## src/rtl/stream_mem_arbiter_pkg.sv

```systemverilog
// stream_mem_arbiter_pkg
// Shared types and helpers for the stream memory arbiter.
//   idx_t    : requester index, wide enough for NumPortsCfg ports (minimum 1 bit)
//   rr_next  : cyclic increment of a requester index
// NumPortsCfg sizes idx_t. The top-level NumPorts parameter defaults to it, so
// changing the port count means changing this constant.
package stream_mem_arbiter_pkg;

    localparam int unsigned NumPortsCfg = 4;
    localparam int unsigned IdxWidth    = (NumPortsCfg > 1) ? $clog2(NumPortsCfg) : 1;

    typedef logic [IdxWidth-1:0] idx_t;

    // Next index in round-robin order. It wraps to 0 after num_ports-1.
    function automatic idx_t rr_next(input idx_t idx, input int unsigned num_ports);
        if (32'(idx) + 32'd1 >= num_ports) begin
            return '0;
        end
        return idx + idx_t'(1);
    endfunction

endpackage

```

## src/rtl/fifo_v3.sv

```systemverilog
// fifo_v3
// Reduced common_cells-style synchronous FIFO. It has no fall-through, so data
// pushed in one cycle is visible at data_o from the next cycle on.
//   clk_i   : clock
//   rst_ni  : asynchronous reset, active-low
//   full_o  : no free entry
//   empty_o : no valid entry
//   data_i  : write data, taken when push_i and not full
//   push_i  : write request
//   data_o  : head entry (valid when not empty)
//   pop_i   : remove head entry, ignored when empty
module fifo_v3 #(
    parameter int unsigned DEPTH = 4,
    parameter type         dtype = logic
) (
    input  logic clk_i,
    input  logic rst_ni,
    output logic full_o,
    output logic empty_o,
    input  dtype data_i,
    input  logic push_i,
    output dtype data_o,
    input  logic pop_i
);

    localparam int unsigned AddrW = (DEPTH > 1) ? $clog2(DEPTH) : 1;
    localparam int unsigned CntW  = $clog2(DEPTH + 1);
    localparam logic [AddrW-1:0] LastAddr = AddrW'(DEPTH - 1);

    dtype             mem [DEPTH];
    logic [AddrW-1:0] rd_ptr;
    logic [AddrW-1:0] wr_ptr;
    logic [CntW-1:0]  count;
    logic             push_ok;
    logic             pop_ok;

    assign full_o  = (count == CntW'(DEPTH));
    assign empty_o = (count == '0);
    assign data_o  = mem[rd_ptr];
    assign push_ok = push_i && !full_o;
    assign pop_ok  = pop_i && !empty_o;

    always_ff @(posedge clk_i or negedge rst_ni) begin
        if (!rst_ni) begin
            rd_ptr <= '0;
            wr_ptr <= '0;
            count  <= '0;
        end else begin
            if (push_ok) begin
                wr_ptr <= (wr_ptr == LastAddr) ? '0 : wr_ptr + AddrW'(1);
            end
            if (pop_ok) begin
                rd_ptr <= (rd_ptr == LastAddr) ? '0 : rd_ptr + AddrW'(1);
            end
            case ({push_ok, pop_ok})
                2'b10:   count <= count + CntW'(1);
                2'b01:   count <= count - CntW'(1);
                default: count <= count;
            endcase
        end
    end

    // The storage array has no reset. Only the pointers define which entries are valid.
    always_ff @(posedge clk_i) begin
        if (push_ok) begin
            mem[wr_ptr] <= data_i;
        end
    end

endmodule

```

## src/rtl/stream_mem_arbiter.sv

```systemverilog
// stream_mem_arbiter
// Shares one in-order memory port among NumPorts stream requesters. Grants are
// round-robin. A port is granted only while it holds a free response-buffer
// credit, so the memory response needs no backpressure.
//   clk, rst_n                   : clock, asynchronous active-high reset
//   req_i/req_valid_i/req_ready_o : per-port request streams
//   resp_o/resp_valid_o/resp_ready_i : per-port response streams
//   mem_req_o/mem_req_valid_o/mem_req_ready_i : shared memory request port
//   mem_resp_i/mem_resp_valid_i  : in-order memory response pulse
//   idle_o                       : nothing outstanding and all buffers empty
//   err_o                        : sticky, a response arrived with nothing outstanding
module stream_mem_arbiter
    import stream_mem_arbiter_pkg::*;
#(
    parameter int unsigned NumPorts       = NumPortsCfg,
    parameter int unsigned DataWidth      = 16,
    parameter int unsigned RespDepth      = 2,
    parameter int unsigned MaxOutstanding = 4
) (
    input  logic                               clk,
    input  logic                               rst_n,
    input  logic [NumPorts-1:0][DataWidth-1:0] req_i,
    input  logic [NumPorts-1:0]                req_valid_i,
    output logic [NumPorts-1:0]                req_ready_o,
    output logic [NumPorts-1:0][DataWidth-1:0] resp_o,
    output logic [NumPorts-1:0]                resp_valid_o,
    input  logic [NumPorts-1:0]                resp_ready_i,
    output logic [DataWidth-1:0]               mem_req_o,
    output logic                               mem_req_valid_o,
    input  logic                               mem_req_ready_i,
    input  logic [DataWidth-1:0]               mem_resp_i,
    input  logic                               mem_resp_valid_i,
    output logic                               idle_o,
    output logic                               err_o
);

    localparam int unsigned CreditW = $clog2(RespDepth + 1);
    localparam int unsigned OutW    = $clog2(MaxOutstanding + 1);

    typedef logic [DataWidth-1:0] data_t;

    logic [CreditW-1:0]  credit [NumPorts];
    logic [OutW-1:0]     outstanding;
    idx_t                rr_ptr;
    logic                hold;
    idx_t                hold_idx;
    logic                err_q;

    logic [NumPorts-1:0] eligible;
    logic                can_issue;
    idx_t                grant;
    idx_t                cand;
    logic                found;
    logic                issue;

    logic                rst_active_low;
    logic                id_full;
    logic                id_empty;
    idx_t                id_head;
    logic                resp_fire;

    logic [NumPorts-1:0] buf_full;
    logic [NumPorts-1:0] buf_empty;
    logic [NumPorts-1:0] buf_push;
    logic [NumPorts-1:0] buf_pop;

    // The FIFOs use an active-low reset.
    assign rst_active_low = ~rst_n;

    assign can_issue = (outstanding < OutW'(MaxOutstanding)) && !id_full;

    always_comb begin
        for (int p = 0; p < NumPorts; p++) begin
            eligible[p] = req_valid_i[p] && (credit[p] < CreditW'(RespDepth)) && can_issue;
        end
    end

    // Cyclic search starting at rr_ptr. While the memory port stalls, the grant
    // stays on the stalled port so that mem_req_o does not change under the
    // pending request.
    always_comb begin
        cand  = rr_ptr;
        grant = rr_ptr;
        found = 1'b0;
        for (int i = 0; i < NumPorts; i++) begin
            if (!found && eligible[cand]) begin
                found = 1'b1;
                grant = cand;
            end
            cand = rr_next(cand, NumPorts);
        end
        if (hold && eligible[hold_idx]) begin
            grant = hold_idx;
        end
    end

    assign mem_req_valid_o = |eligible;
    assign mem_req_o       = req_i[grant];
    assign issue           = mem_req_valid_o && mem_req_ready_i;

    always_comb begin
        for (int p = 0; p < NumPorts; p++) begin
            req_ready_o[p] = mem_req_valid_o && mem_req_ready_i && (grant == idx_t'(p));
        end
    end

    // A response with an empty ID FIFO is spurious. It is dropped and only raises err_o.
    assign resp_fire = mem_resp_valid_i && !id_empty;

    always_comb begin
        for (int p = 0; p < NumPorts; p++) begin
            buf_push[p] = resp_fire && (id_head == idx_t'(p)) && !buf_full[p];
            buf_pop[p]  = !buf_empty[p] && resp_ready_i[p];
        end
    end

    assign resp_valid_o = ~buf_empty;
    assign idle_o       = (outstanding == '0) && (&buf_empty);
    assign err_o        = err_q;

    always_ff @(posedge clk or posedge rst_n) begin
        if (rst_n) begin
            rr_ptr      <= '0;
            outstanding <= '0;
            hold        <= 1'b0;
            hold_idx    <= '0;
            err_q       <= 1'b0;
            for (int p = 0; p < NumPorts; p++) begin
                credit[p] <= '0;
            end
        end else begin
            if (issue) begin
                rr_ptr <= rr_next(grant, NumPorts);
            end
            hold     <= mem_req_valid_o && !mem_req_ready_i;
            hold_idx <= grant;
            case ({issue, resp_fire})
                2'b10:   outstanding <= outstanding + OutW'(1);
                2'b01:   outstanding <= outstanding - OutW'(1);
                default: outstanding <= outstanding;
            endcase
            if (mem_resp_valid_i && id_empty) begin
                err_q <= 1'b1;
            end
            // A credit is reserved at issue and returned when the consumer takes the response.
            for (int p = 0; p < NumPorts; p++) begin
                case ({issue && (grant == idx_t'(p)), buf_pop[p]})
                    2'b10:   credit[p] <= credit[p] + CreditW'(1);
                    2'b01:   credit[p] <= credit[p] - CreditW'(1);
                    default: credit[p] <= credit[p];
                endcase
            end
        end
    end

    // Port index of every issued request, in issue order. Memory answers in order.
    fifo_v3 #(
        .DEPTH (MaxOutstanding),
        .dtype (idx_t)
    ) u_id_fifo (
        .clk_i   (clk),
        .rst_ni  (rst_active_low),
        .full_o  (id_full),
        .empty_o (id_empty),
        .data_i  (grant),
        .push_i  (issue),
        .data_o  (id_head),
        .pop_i   (resp_fire)
    );

    for (genvar p = 0; p < NumPorts; p++) begin : g_resp_buf
        fifo_v3 #(
            .DEPTH (RespDepth),
            .dtype (data_t)
        ) u_resp_buf (
            .clk_i   (clk),
            .rst_ni  (rst_active_low),
            .full_o  (buf_full[p]),
            .empty_o (buf_empty[p]),
            .data_i  (mem_resp_i),
            .push_i  (buf_push[p]),
            .data_o  (resp_o[p]),
            .pop_i   (buf_pop[p])
        );
    end

endmodule

```

## config.mk

```make
export PLATFORM = sky130hd
export DESIGN_NAME = stream_mem_arbiter
export DESIGN_NICKNAME = d
export VERILOG_FILES = /design/src/rtl/stream_mem_arbiter_pkg.sv /design/src/rtl/fifo_v3.sv /design/src/rtl/stream_mem_arbiter.sv
export SDC_FILE = /design/constraint.sdc
export NUM_CORES = 1
export LEC_CHECK = 0
export ABC_AREA = 1
export BUFFER_PORTS_ARGS = -buffer_cell sky130_fd_sc_hd__buf_2
export CORE_MARGIN = 1.5
export CORE_UTILIZATION = 24
export CTS_BUF_LIST = sky130_fd_sc_hd__clkbuf_16
export CTS_CLUSTER_SIZE = 14
export DETAILED_ROUTE_END_ITERATION = 8
export GPL_ROUTABILITY_DRIVEN = 0
export REMOVE_ABC_BUFFERS = 1
export SETUP_SLACK_MARGIN = 0.02
export SKIP_LAST_GASP = 1
export SYNTH_ARGS = -nofsm -noshare
export SYNTH_HDL_FRONTEND = slang
export SYNTH_HIERARCHICAL = 1
export SYNTH_SLANG_ARGS = --single-unit
```

## constraint.sdc

```tcl
create_clock -name clk -period 6.02 [get_ports clk]
set_clock_uncertainty 0.1 [all_clocks]
set_input_delay 1.204 -clock clk [delete_from_list [all_inputs] [get_ports clk]]
set_output_delay 1.204 -clock clk [all_outputs]
set_load 0.02 [all_outputs]
```

==> results of run 1 <==
[layout make-up]
cell class	instances	area, sq um	share of cell area (%)
multi-input cells	582	2770	26.8
flip-flops and latches	176	5080	49.1
repair buffers	187	948	9.16
clock buffers	17	425	4.11
inverters	99	382	3.69
clock inverters	15	170	1.64
well taps	455	569	5.50
[registers in the layout (all words and copies together), names as in the netlist, 2 cells and up]
register                      flops
g_resp_buf.u_resp_buf/count       8
u_id_fifo/mem                     8
hold_idx                          2
u_id_fifo/count                   3
credit                            8
rr_ptr                            2
g_resp_buf.u_resp_buf/rd_ptr      4
outstanding                       3
g_resp_buf.u_resp_buf/wr_ptr      4
u_id_fifo/wr_ptr                  2
g_resp_buf.u_resp_buf/mem       128
u_id_fifo/rd_ptr                  2
[stage by stage]
stage                     util [%]  cell area [sq um]  hold WS (ns)  instances  setup slack (ns)
after floorplan                  -               8240         0.347        857              1.75
after global routing          29.9              10300         0.399       1531             0.744
final                         29.9              10300         0.375       1531              1.07
after detailed placement      28.2               9750         0.360       1499              1.05
after global placement        28.2               9750         0.344       1499              1.10
after CTS                     29.9              10300         0.380       1531              1.05
[final timing paths]
check                           cells past startpoint                   from                    end
worst max-delay path                               14         req_valid_i[3]         req_ready_o[3]
worst min-delay path                                1  credit[5]$_DFFE_PP0P_  credit[5]$_DFFE_PP0P_
worst max register to register                     19  rr_ptr[0]$_DFFE_PP0P_  credit[7]$_DFFE_PP0P_
worst min register to register                      1  credit[5]$_DFFE_PP0P_  credit[5]$_DFFE_PP0P_
max in group asynchronous                           2                  rst_n  credit[0]$_DFFE_PP0P_
min in group asynchronous                           2                  rst_n      err_o$_DFFE_PP0P_
[worst max-delay path, cell delays in order]
cell	delay (ns)
sky130_fd_sc_hd__buf_2	0.08
sky130_fd_sc_hd__inv_1	0.04
sky130_fd_sc_hd__nor2_1	0.28
sky130_fd_sc_hd__nand2_1	0.12
sky130_fd_sc_hd__o21ai_0	0.16
sky130_fd_sc_hd__o21ai_1	0.09
sky130_fd_sc_hd__nor2_2	0.21
sky130_fd_sc_hd__nand2_2	0.40
sky130_fd_sc_hd__nand2_4	0.47
sky130_fd_sc_hd__inv_1	0.08
sky130_fd_sc_hd__ha_1	0.18
sky130_fd_sc_hd__nand2_1	0.11
sky130_fd_sc_hd__inv_1	0.05
sky130_fd_sc_hd__buf_2	0.15
[layer usage]
metal | vias up | routed length (microns) | global-route usage (%)
met1 | 2980 | 9120 | 14.7
met2 | 230 | 10300 | 20.6
met4 | 0 | 238 | 3.18
met5 | - | 0 | 0
li1 | 3203 | - | -
met3 | 14 | 1330 | 2.48
[cells by family after synthesis]
logic type,share of synthesized area [%]
flip-flops,60.1
adder cells (fa/ha/maj),2.99
buffers and inverters,7.16
XOR/XNOR,1.55
AO/OA/AOI/OAI,2.19
AND/OR/NAND/NOR,26.0
[synth_stat cells (all sizes together) (2+ instances only)]
| master | instances | area share, % |
|---|---|---|
| o21ai | 16 | 1.1 |
| inv | 98 | 4.5 |
| buf | 23 | 2.5 |
| clkbuf | 3 | 0.13 |
| nand3 | 71 | 4.4 |
| dfrtp | 40 | 12 |
| nor4 | 5 | 0.37 |
| a21oi | 7 | 0.46 |
| ha | 17 | 2.5 |
| edfxtp | 136 | 48 |
| fa | 2 | 0.47 |
| nor2 | 37 | 2.2 |
| xnor2 | 15 | 1.6 |
| nand4 | 8 | 0.59 |
| o211ai | 5 | 0.44 |
| nand2 | 396 | 18 |
==> results, run 1 <==
- The count of final hold-check violations was 0.
- The kind of capture point of the worst setup path is an output port.
- The iteration-0 DRC count of the detailed router is roughly 290.
- Setup repair after global routing left no endpoint under its margin.
- After clock tree synthesis, the flow added hold-fix buffers numbering 0.
- For the worst setup path, the data required time is 4.72 ns.
- The tree built by TritonCTS fans out to 176 sinks.
- The area of the die is between 30000 and 40000 sq um.
- The leading register cell type out of synthesis is sky130_fd_sc_hd__edfxtp_1.
- The max-slew violation total from the final report was 0.
- The core region is about 35000 sq um.
- The total iterations of the first detailed-routing run is 5.
- The worst hold path belongs to the class flip-flop to flip-flop.
- The clock tree synthesis step divided the H-tree into 4 levels.
- Summed over all layers, the global routing overflow is 0.
- The post-synthesis instance area is roughly 8500 sq um.
- The post-CTS setup buffer count is 0.
- The floorplan step set the die height to between 150 and 200 microns.
- In the synthesized netlist the async set-or-reset flop fraction comes to 22.7%.
- Setup violations remaining at the end of the flow were counted as 0.
- The kind of critical path is input pin to output port.
- The final worst-path cycle share is between 80 and 90%.
- Across the run, the number of max-cap violations was 0.
- The layout overhead on the synthesized area is 22.3%.
- In this run, post-CTS repair resized a total of 0 instances.
- STA classifies the critical path startpoint as an input pin.
- The final antenna diode count is 0.
- The clock latency on the worst-skew pair is about 0.43 ns.
- The maximum fanout encountered on the critical timing path is 35.
- In this run, synthesis inferred around 140 flip-flops with an integrated enable.
- The final layout contains routed wiring with a total length of 21000 microns.
- In this run the tightest slew margin relative to its limit is between 30% and 40%.
- The longest clock path from root to sink contains 2 buffers.
- In this run, CTS created clock tree buffers numbering 17.
- Each instance of the synthesized netlist takes up on average 9.58 sq um.
- The floorplan step set the die width to 191 microns.
- The largest net degree at the start of global routing is 41.
- The initial standard-cell utilization of the core is around a quarter.
- The summed negative setup slack over all endpoints is 0 ns.
- For this block, the via count after detailed routing is about 6400.
- The reg2reg setup slack is approximately 2.2 ns.
- The net count reported at finish is roughly 1200.
- The buffer type at the clock tree root is sky130_fd_sc_hd__clkbuf_16.
- The initial antenna violation count is 0.
- In the routed design, unresolved DRC markers number 0.
- After synthesis, the netlist uses 33 different library cells.
- The filler cells instantiated in the layout total ~3600.
- The HPWL after detailed placement is approximately 14000 microns.
- TritonCTS built the clock tree.
- In the layout the commonest cells are sky130_fd_sc_hd__nand2_1 (377), sky130_fd_sc_hd__buf_2 (182), sky130_fd_sc_hd__edfxtp_1 (136).
- The overall routing resource usage is a little under an eighth.
- The synthesized flop and latch total is 176.
- The most frequent standard cell in the layout excluding fill and tap cells is sky130_fd_sc_hd__nand2_1.
- The count of pins on the block boundary is 183.
- The worst path in the final design needs a cycle of just under 5 ns, including I/O delays and setup.
- The ratio of routed vias to standard cells is approximately 4.2.
- The wire length of the first global-routing pass is around 33000 microns.
- Dividing the detail-routed wire length by the instance count gives approximately 14 microns.
- The endpoint arrival time on the critical path is roughly 3.7 ns.
- Synthesis produced a little under 900 cells.
- The flow ran to the end, and the final reports show no timing, DRC or antenna violations.
- The via count of the first global-routing pass is 6200.
- Input and output buffers added on the ports amount to 182.
- Once detail routing completed, the nets flagged for antenna violations numbered 0.
- The highest attainable clock frequency is roughly 200 MHz.
- The clock transition at the registers of the reported paths is around 0.08 ns.
- The share of final-layout standard cells stronger than drive strength 1 is between 20% and 30%.
- The number of core rows is 68.
- The part of the Yosys area used for sequential elements is between 60% and 70%.
- The count of synthesis-stage warnings from yosys is 6.
- For the pin with the worst max-slew slack, the measured transition is ~0.9 ns.
Power of run 1 is not shown: default switching activity piles up to over one toggle a cycle in this logic, so the estimate is an artifact.
==> inputs of run 2 (changes only) <==
==> constraint.sdc (replaced) <==
create_clock -name clk -period 4.2 [get_ports clk]
set_clock_uncertainty 0.1 [all_clocks]
set_input_delay 0.84 -clock clk [delete_from_list [all_inputs] [get_ports clk]]
set_output_delay 0.84 -clock clk [all_outputs]
set_load 0.02 [all_outputs]
==> results, run 2 (synthesized netlist as in run 1, its figures left out) <==
- The root buffer cell chosen for the clock tree is sky130_fd_sc_hd__clkbuf_16.
- The layout has approximately 3600 filler cells.
- The total setup violations reported at the end of the flow is 0.
- The detail route stage leaves a number of antenna-violating nets equal to 0.
- The clock reaches the later pin of the worst-skew pair after approximately 0.43 ns.
- Of all nets on the critical path, the largest fanout is 6.
- Buffers inserted during clock tree synthesis total 17.
- The worst hold path belongs to the class flip-flop to flip-flop.
- For this run, the detailed router's first-pass iteration total came to 5.
- The initial antenna violation count is 0.
- The tree built by TritonCTS fans out to roughly 180 sinks.
- The final antenna diode count is 0.
- During I/O placement, the number of pins put on the boundary was 183.
- The run finished with clean final reports.
- The critical path goes through ha_1 > inv_1 > nor2_2 > nor2_4 > nand3_1 > nand2_1 > nand2_1 > nor2_4 > nor2_1 > nand2_1 > nand2_1 > nand2_1 > inv_1 > ha_1 > nand2_1 > inv_1 > buf_2.
- The relative slew slack is 36.3%.
- The clock transition at the registers of the reported paths is roughly 0.090 ns.
- The max-slew violation total from the final report is 0.
- The kind of capture point of the worst setup path is an output port.
- The share of final-layout standard cells stronger than drive strength 1 is between 20% and 30%.
- The count of final hold-check violations is 0.
- The depth of the CTS H-tree is 4.
- The most frequent standard cell in the layout excluding fill and tap cells is sky130_fd_sc_hd__nand2_1.
- The tightest hold path in the finished design has a slack of 0.367 ns.
- The standard cell core area is ~35000 sq um.
- The final period demand of the worst path is around 4.0 ns.
- Dividing the detail-routed wire length by the instance count gives between 10 and 15 microns.
- Global routing used between 10% and 20% of the available tracks across all layers.
- The via count of the first global-routing pass is roughly 6100.
- The highest attainable clock frequency is roughly 250 MHz.
- The wire length of the first global-routing pass is between 30000 and 40000 microns.
- Dividing the detail-routed via count by the number of cells gives 4.20.
- The worst setup path is launched from a flip-flop.
- Once the floorplan was initialized, standard cells occupied about a quarter of the core.
- Summed over all failing endpoints, the final setup total negative slack is 0 ns.
- The remaining design rule violation count is 0.
- In this run, the number of DRC markers left after iteration 0 of detailed routing was 373.
- The library cells used most frequently in the layout, excluding fill and tap cells, are sky130_fd_sc_hd__nand2_1 (377), sky130_fd_sc_hd__buf_2 (182), sky130_fd_sc_hd__edfxtp_1 (136).
- Of the available clock period, the critical path in the final layout requires around 95%.
- The post-route non-filler standard cell count is 1545.
- The deepest clock path buffer count is 2.
- The overall die height is around 190 microns.
- In this run the tool buffered the top-level ports with 182 buffer cells.
- The floorplan step defined a die boundary enclosing 36400 sq um.
- The slew of the pin with the lowest slew margin is between 0.9 and 1 ns.
- The register with the most flip-flops in the layout has 128 of them.
- The routed layout has around 6500 vias.
- The floorplan step set the die width to 191 microns.
- TritonCTS built the clock tree.
- Entering global routing, the biggest net connects slightly above 40 pins.
- The critical path in this run is classified as flip-flop to output port.
- The layout overhead on the synthesized area is 24.1%.
- Data arrives at the worst endpoint at 3.07 ns.
- The required time of the critical path is roughly 3.3 ns.
- The count of max-cap constraint violations is 0.
- For this run, the slowest stage of the critical path takes between 0.4 and 0.5 ns.
- The slowest stage of the critical path is the sky130_fd_sc_hd__dfrtp_2 cell.
- The final wirelength is between 20000 and 25000 microns.
- The number of buffers inserted for hold repair after clock tree synthesis is 0.
- The most numerous cell type found on the critical path is sky130_fd_sc_hd__nand2_1.
- Across all register-to-register paths, the minimum setup slack is between 0.8 and 0.9 ns.
- The register with the most flip-flops is g_resp_buf.u_resp_buf/mem.
- Setup repair after global routing left no endpoint under its margin.
- The HPWL after detailed placement is between 10000 and 15000 microns.
- The floorplan has 68 rows.
- In the final design database the tool counted 1188 nets.
- The number of cells in the design after placement is around 1500.
- The final global-route overflow total is 0.
[run 2: cell count changes in the layout (fill, tap and decap cells not counted), sizes merged]
cell,delta
buf,+13
clkinv,+1
clkinvlp,-1
nor2,+1
[run 2: repair_timing]
item                                   4_1_cts  5_1_grt
setup endpoints to repair                    0       19
resized for setup                            0        8
endpoints found under the hold margin        0        0
setup buffers                                0        2
[run 2: worst paths after layout]
path / end / cells after the start / startpoint
max in group asynchronous: rr_ptr[0]$_DFFE_PP0P_ / 2 / rst_n
worst min-delay path: err_o$_DFFE_PP0P_ / 1 / err_o$_DFFE_PP0P_
worst max-delay path: req_ready_o[3] / 17 / rr_ptr[0]$_DFFE_PP0P_
min in group asynchronous: g_resp_buf[1].u_resp_buf/wr_ptr$_DFFE_PN0P_ / 2 / rst_n
worst max register to register: credit[7]$_DFFE_PP0P_ / 19 / rr_ptr[0]$_DFFE_PP0P_
worst min register to register: err_o$_DFFE_PP0P_ / 1 / err_o$_DFFE_PP0P_
[run 2: final cells by class]
cell class / instances / area [sq um] / area share (%)
multi-input cells: 583 / 2780 / 26.5
clock buffers: 17 / 425 / 4.05
well taps: 455 / 569 / 5.42
repair buffers: 200 / 1060 / 10.1
flip-flops and latches: 176 / 5090 / 48.5
clock inverters: 15 / 185 / 1.76
inverters: 99 / 384 / 3.66
[run 2: critical path, delay by kind of cell (launching register included)]
family	cells	cell delay [ns]
adder cells (fa/ha/maj)	2	0.57
buffers and inverters	4	0.45
flip-flops	1	0.48
AND/OR/NAND/NOR	11	1.12
[run 2: layer usage]
layer	routed length [microns]	share of wire, %	GRT usage [%]
met1	9770	45	15.7
met2	10400	48	20.7
met3	1370	6.3	2.34
met4	201	0.93	2.79
met5	0	0	0
[run 2: metrics by stage]
step                setup slack [ns]  instance area, sq um  utilization (%)
global route                  0.0249                 10500             30.3
CTS                            0.114                 10400             30.2
detailed placement             0.345                  9840             28.4
floorplan                      0.642                  8240                -
finish                         0.194                 10500             30.3
global placement               0.331                  9840             28.4
Power of run 2 is left out for the same reason.
==> inputs of run 3 (changes only) <==
--- a/config.mk
+++ b/config.mk
@@ -6,7 +6,7 @@
 export NUM_CORES = 1
 export LEC_CHECK = 0
 export ABC_AREA = 1
-export BUFFER_PORTS_ARGS = -buffer_cell sky130_fd_sc_hd__buf_2
+export BUFFER_PORTS_ARGS = -buffer_cell sky130_fd_sc_hd__clkbuf_2
 export CORE_MARGIN = 1.5
 export CORE_UTILIZATION = 24
 export CTS_BUF_LIST = sky130_fd_sc_hd__clkbuf_16
==> results, run 3 (synthesized netlist as in run 1, its figures left out) <==
- The tool flagged a number of max-cap violations equal to 0.
- The max-slew violation total from the final report is 0.
- The routed layout has between 6000 and 7000 vias.
- After clock tree synthesis, the setup repair step added 0 buffers.
- The worst slack at placement is a little under 0.4 ns.
- The number of fill cells in the layout is about 3600.
- After detailed routing, the number of remaining DRC violations is 0.
- The via count of the first global-routing pass is ~6000.
- The area occupied by multi-input gates is 2770 sq um.
- The CTS buffer count is 17.
- The kind of launch point of the worst setup path is a flip-flop.
- The number of buffers inserted for hold repair after clock tree synthesis is 0.
- The die covers about 36000 sq um.
- The final antenna diode count is 0.
- The required time of the critical path is 3.26 ns.
- The depth of the CTS H-tree is 4.
- Measured along the x axis, the die boundary spans between 150 and 200 microns.
- Based on the critical path, the design can be clocked at up to around 250 MHz.
- The largest net degree at the start of global routing is 41.
- Input and output buffers added on the ports amount to between 150 and 200.
- The relative slew slack is ~37%.
- The endpoint arrival time on the critical path is 3.05 ns.
- In this run the count of I/O pins placed on the die edge is 183.
- The floorplan has between 60 and 70 rows.
- The count of final hold-check violations is 0.
- The routed length per instance is 13.7 microns.
- The final worst-path cycle share is ~95%.
- For this run the aggregate overflow at the end of global routing stands at 0.
- The clock transition at the registers of the reported paths is 0.07 ns.
- The overall routing resource usage is a little under an eighth.
- The core region is roughly 35000 sq um.
- The net count reported at finish is 1183.
- Setup repair after global routing could not meet its margin everywhere.
- The count of nets left with antenna violations once routing finished came out at 0.
- For the pin with the worst max-slew slack, the measured transition is between 0.9 and 1 ns.
- The total setup violations reported at the end of the flow is 0.
- The clock sink total is 176.
- The kind of capture point of the worst setup path is an output port.
- The register with the most flip-flops in the layout has 128 of them.
- The run finished with clean final reports.
- The buffer type at the clock tree root is sky130_fd_sc_hd__clkbuf_16.
- In this run the vertical extent of the chip is 191 microns.
- After layout, the worst setup slack is roughly 0.21 ns.
- The worst path needs about 4 ns of the cycle, external delays included.
- The path category of the worst min-delay check is flip-flop to flip-flop.
- The total iterations of the first detailed-routing run is 4.
- The share of final-layout standard cells stronger than drive strength 1 is around a quarter.
- The clock latency on the worst-skew pair is 0.44 ns.
- The wire length of the first global-routing pass is around 32000 microns.
- The footprint of the flip-flops and latches is just over 5000 sq um.
- The iteration-0 DRC count of the detailed router is 324.
- Leaving out fill and tap cells, the most frequent cell in the layout is sky130_fd_sc_hd__nand2_1.
- In the layout the commonest cells are sky130_fd_sc_hd__nand2_1 (377), sky130_fd_sc_hd__clkbuf_2 (182), sky130_fd_sc_hd__edfxtp_1 (136).
- The ratio of routed vias to standard cells is 4.19.
- The HPWL after detailed placement is around 15000 microns.
- In this run the worst path has a maximum fanout of 18.
- The deepest clock path buffer count is 2.
- The TritonCTS clock tree is yes.
- Relative to the synthesized area, the layout overhead comes to 23.4%.
- The initial antenna violation count is 0.
- Wires add up to 21100 microns.
- Once the floorplan was initialized, standard cells occupied between 20% and 30% of the core.
- The register with the most flip-flops is g_resp_buf.u_resp_buf/mem.
- The kind of critical path is flip-flop to output port.
-- run 3: cell types whose count changed in the layout (fill, tap and decap cells not counted), sizes merged --
cell and delta:
buf -186, clkbuf +182, clkinv -1, inv +1, nor2 -1
-- run 3: metal layers --
metal	vias up	GRT usage, %	wire [microns]
met5	-	0	0
met4	0	3.03	248
met3	16	2.76	1180
met2	218	20.8	10400
met1	2985	14.5	9270
li1	3234	-	-
-- run 3: cell type report --
cell class / instances / area share, %
clock buffer: 17 / 4.07
clock inverter: 15 / 1.75
inverter: 99 / 3.65
multi-input combinational: 582 / 26.5
sequential: 176 / 48.7
tap: 455 / 5.45
timing repair buffer: 196 / 9.84
-- run 3: stage by stage --
step	hold WS, ns	std cells	instance area [sq um]	utilization [%]	setup TNS, ns
after global routing	0.389	1540	10400	30.2	-0.130
after global placement	0.363	1508	9820	28.4	0
after CTS	0.378	1540	10400	30.1	0
after floorplan	0.347	857	8240	-	0
after detailed placement	0.364	1508	9820	28.4	0
final	0.377	1540	10400	30.2	0
-- run 3: critical path, stage by stage (launching register included) --
cell and delay (ns):
sky130_fd_sc_hd__dfrtp_2 0.48, sky130_fd_sc_hd__ha_1 0.37, sky130_fd_sc_hd__inv_1 0.17, sky130_fd_sc_hd__nor2_2 0.08, sky130_fd_sc_hd__nor2_4 0.12, sky130_fd_sc_hd__nand3_1 0.12, sky130_fd_sc_hd__nand2_1 0.11, sky130_fd_sc_hd__nand2_1 0.09
sky130_fd_sc_hd__nor2_4 0.13, sky130_fd_sc_hd__nor2_1 0.06, sky130_fd_sc_hd__nand2_1 0.06, sky130_fd_sc_hd__nand2_1 0.06, sky130_fd_sc_hd__nand2_1 0.11, sky130_fd_sc_hd__buf_4 0.25, sky130_fd_sc_hd__nand3_1 0.16, sky130_fd_sc_hd__inv_1 0.08
sky130_fd_sc_hd__clkbuf_2 0.17
-- run 3: worst paths after layout --
kind,startpoint,endpoint,slack (ns),depth (start not counted)
hold / removal,credit[7]$_DFFE_PP0P_,credit[7]$_DFFE_PP0P_,0.38,1
min in group asynchronous,rst_n,u_id_fifo/count[1]$_DFFE_PN0P_,0.51,2
setup / recovery,rr_ptr[0]$_DFFE_PP0P_,req_ready_o[1],0.21,16
setup reg to reg,rr_ptr[0]$_DFFE_PP0P_,credit[7]$_DFFE_PP0P_,0.87,19
hold reg to reg,credit[7]$_DFFE_PP0P_,credit[7]$_DFFE_PP0P_,0.38,1
max in group asynchronous,rst_n,rr_ptr[0]$_DFFE_PP0P_,2.87,2
-- run 3: timing repair --
item,in CTS,in global routing
gates resized for setup,0,4
setup endpoints to repair,0,18
hold endpoints to repair,0,0
Power of run 3 is left out for the same reason.
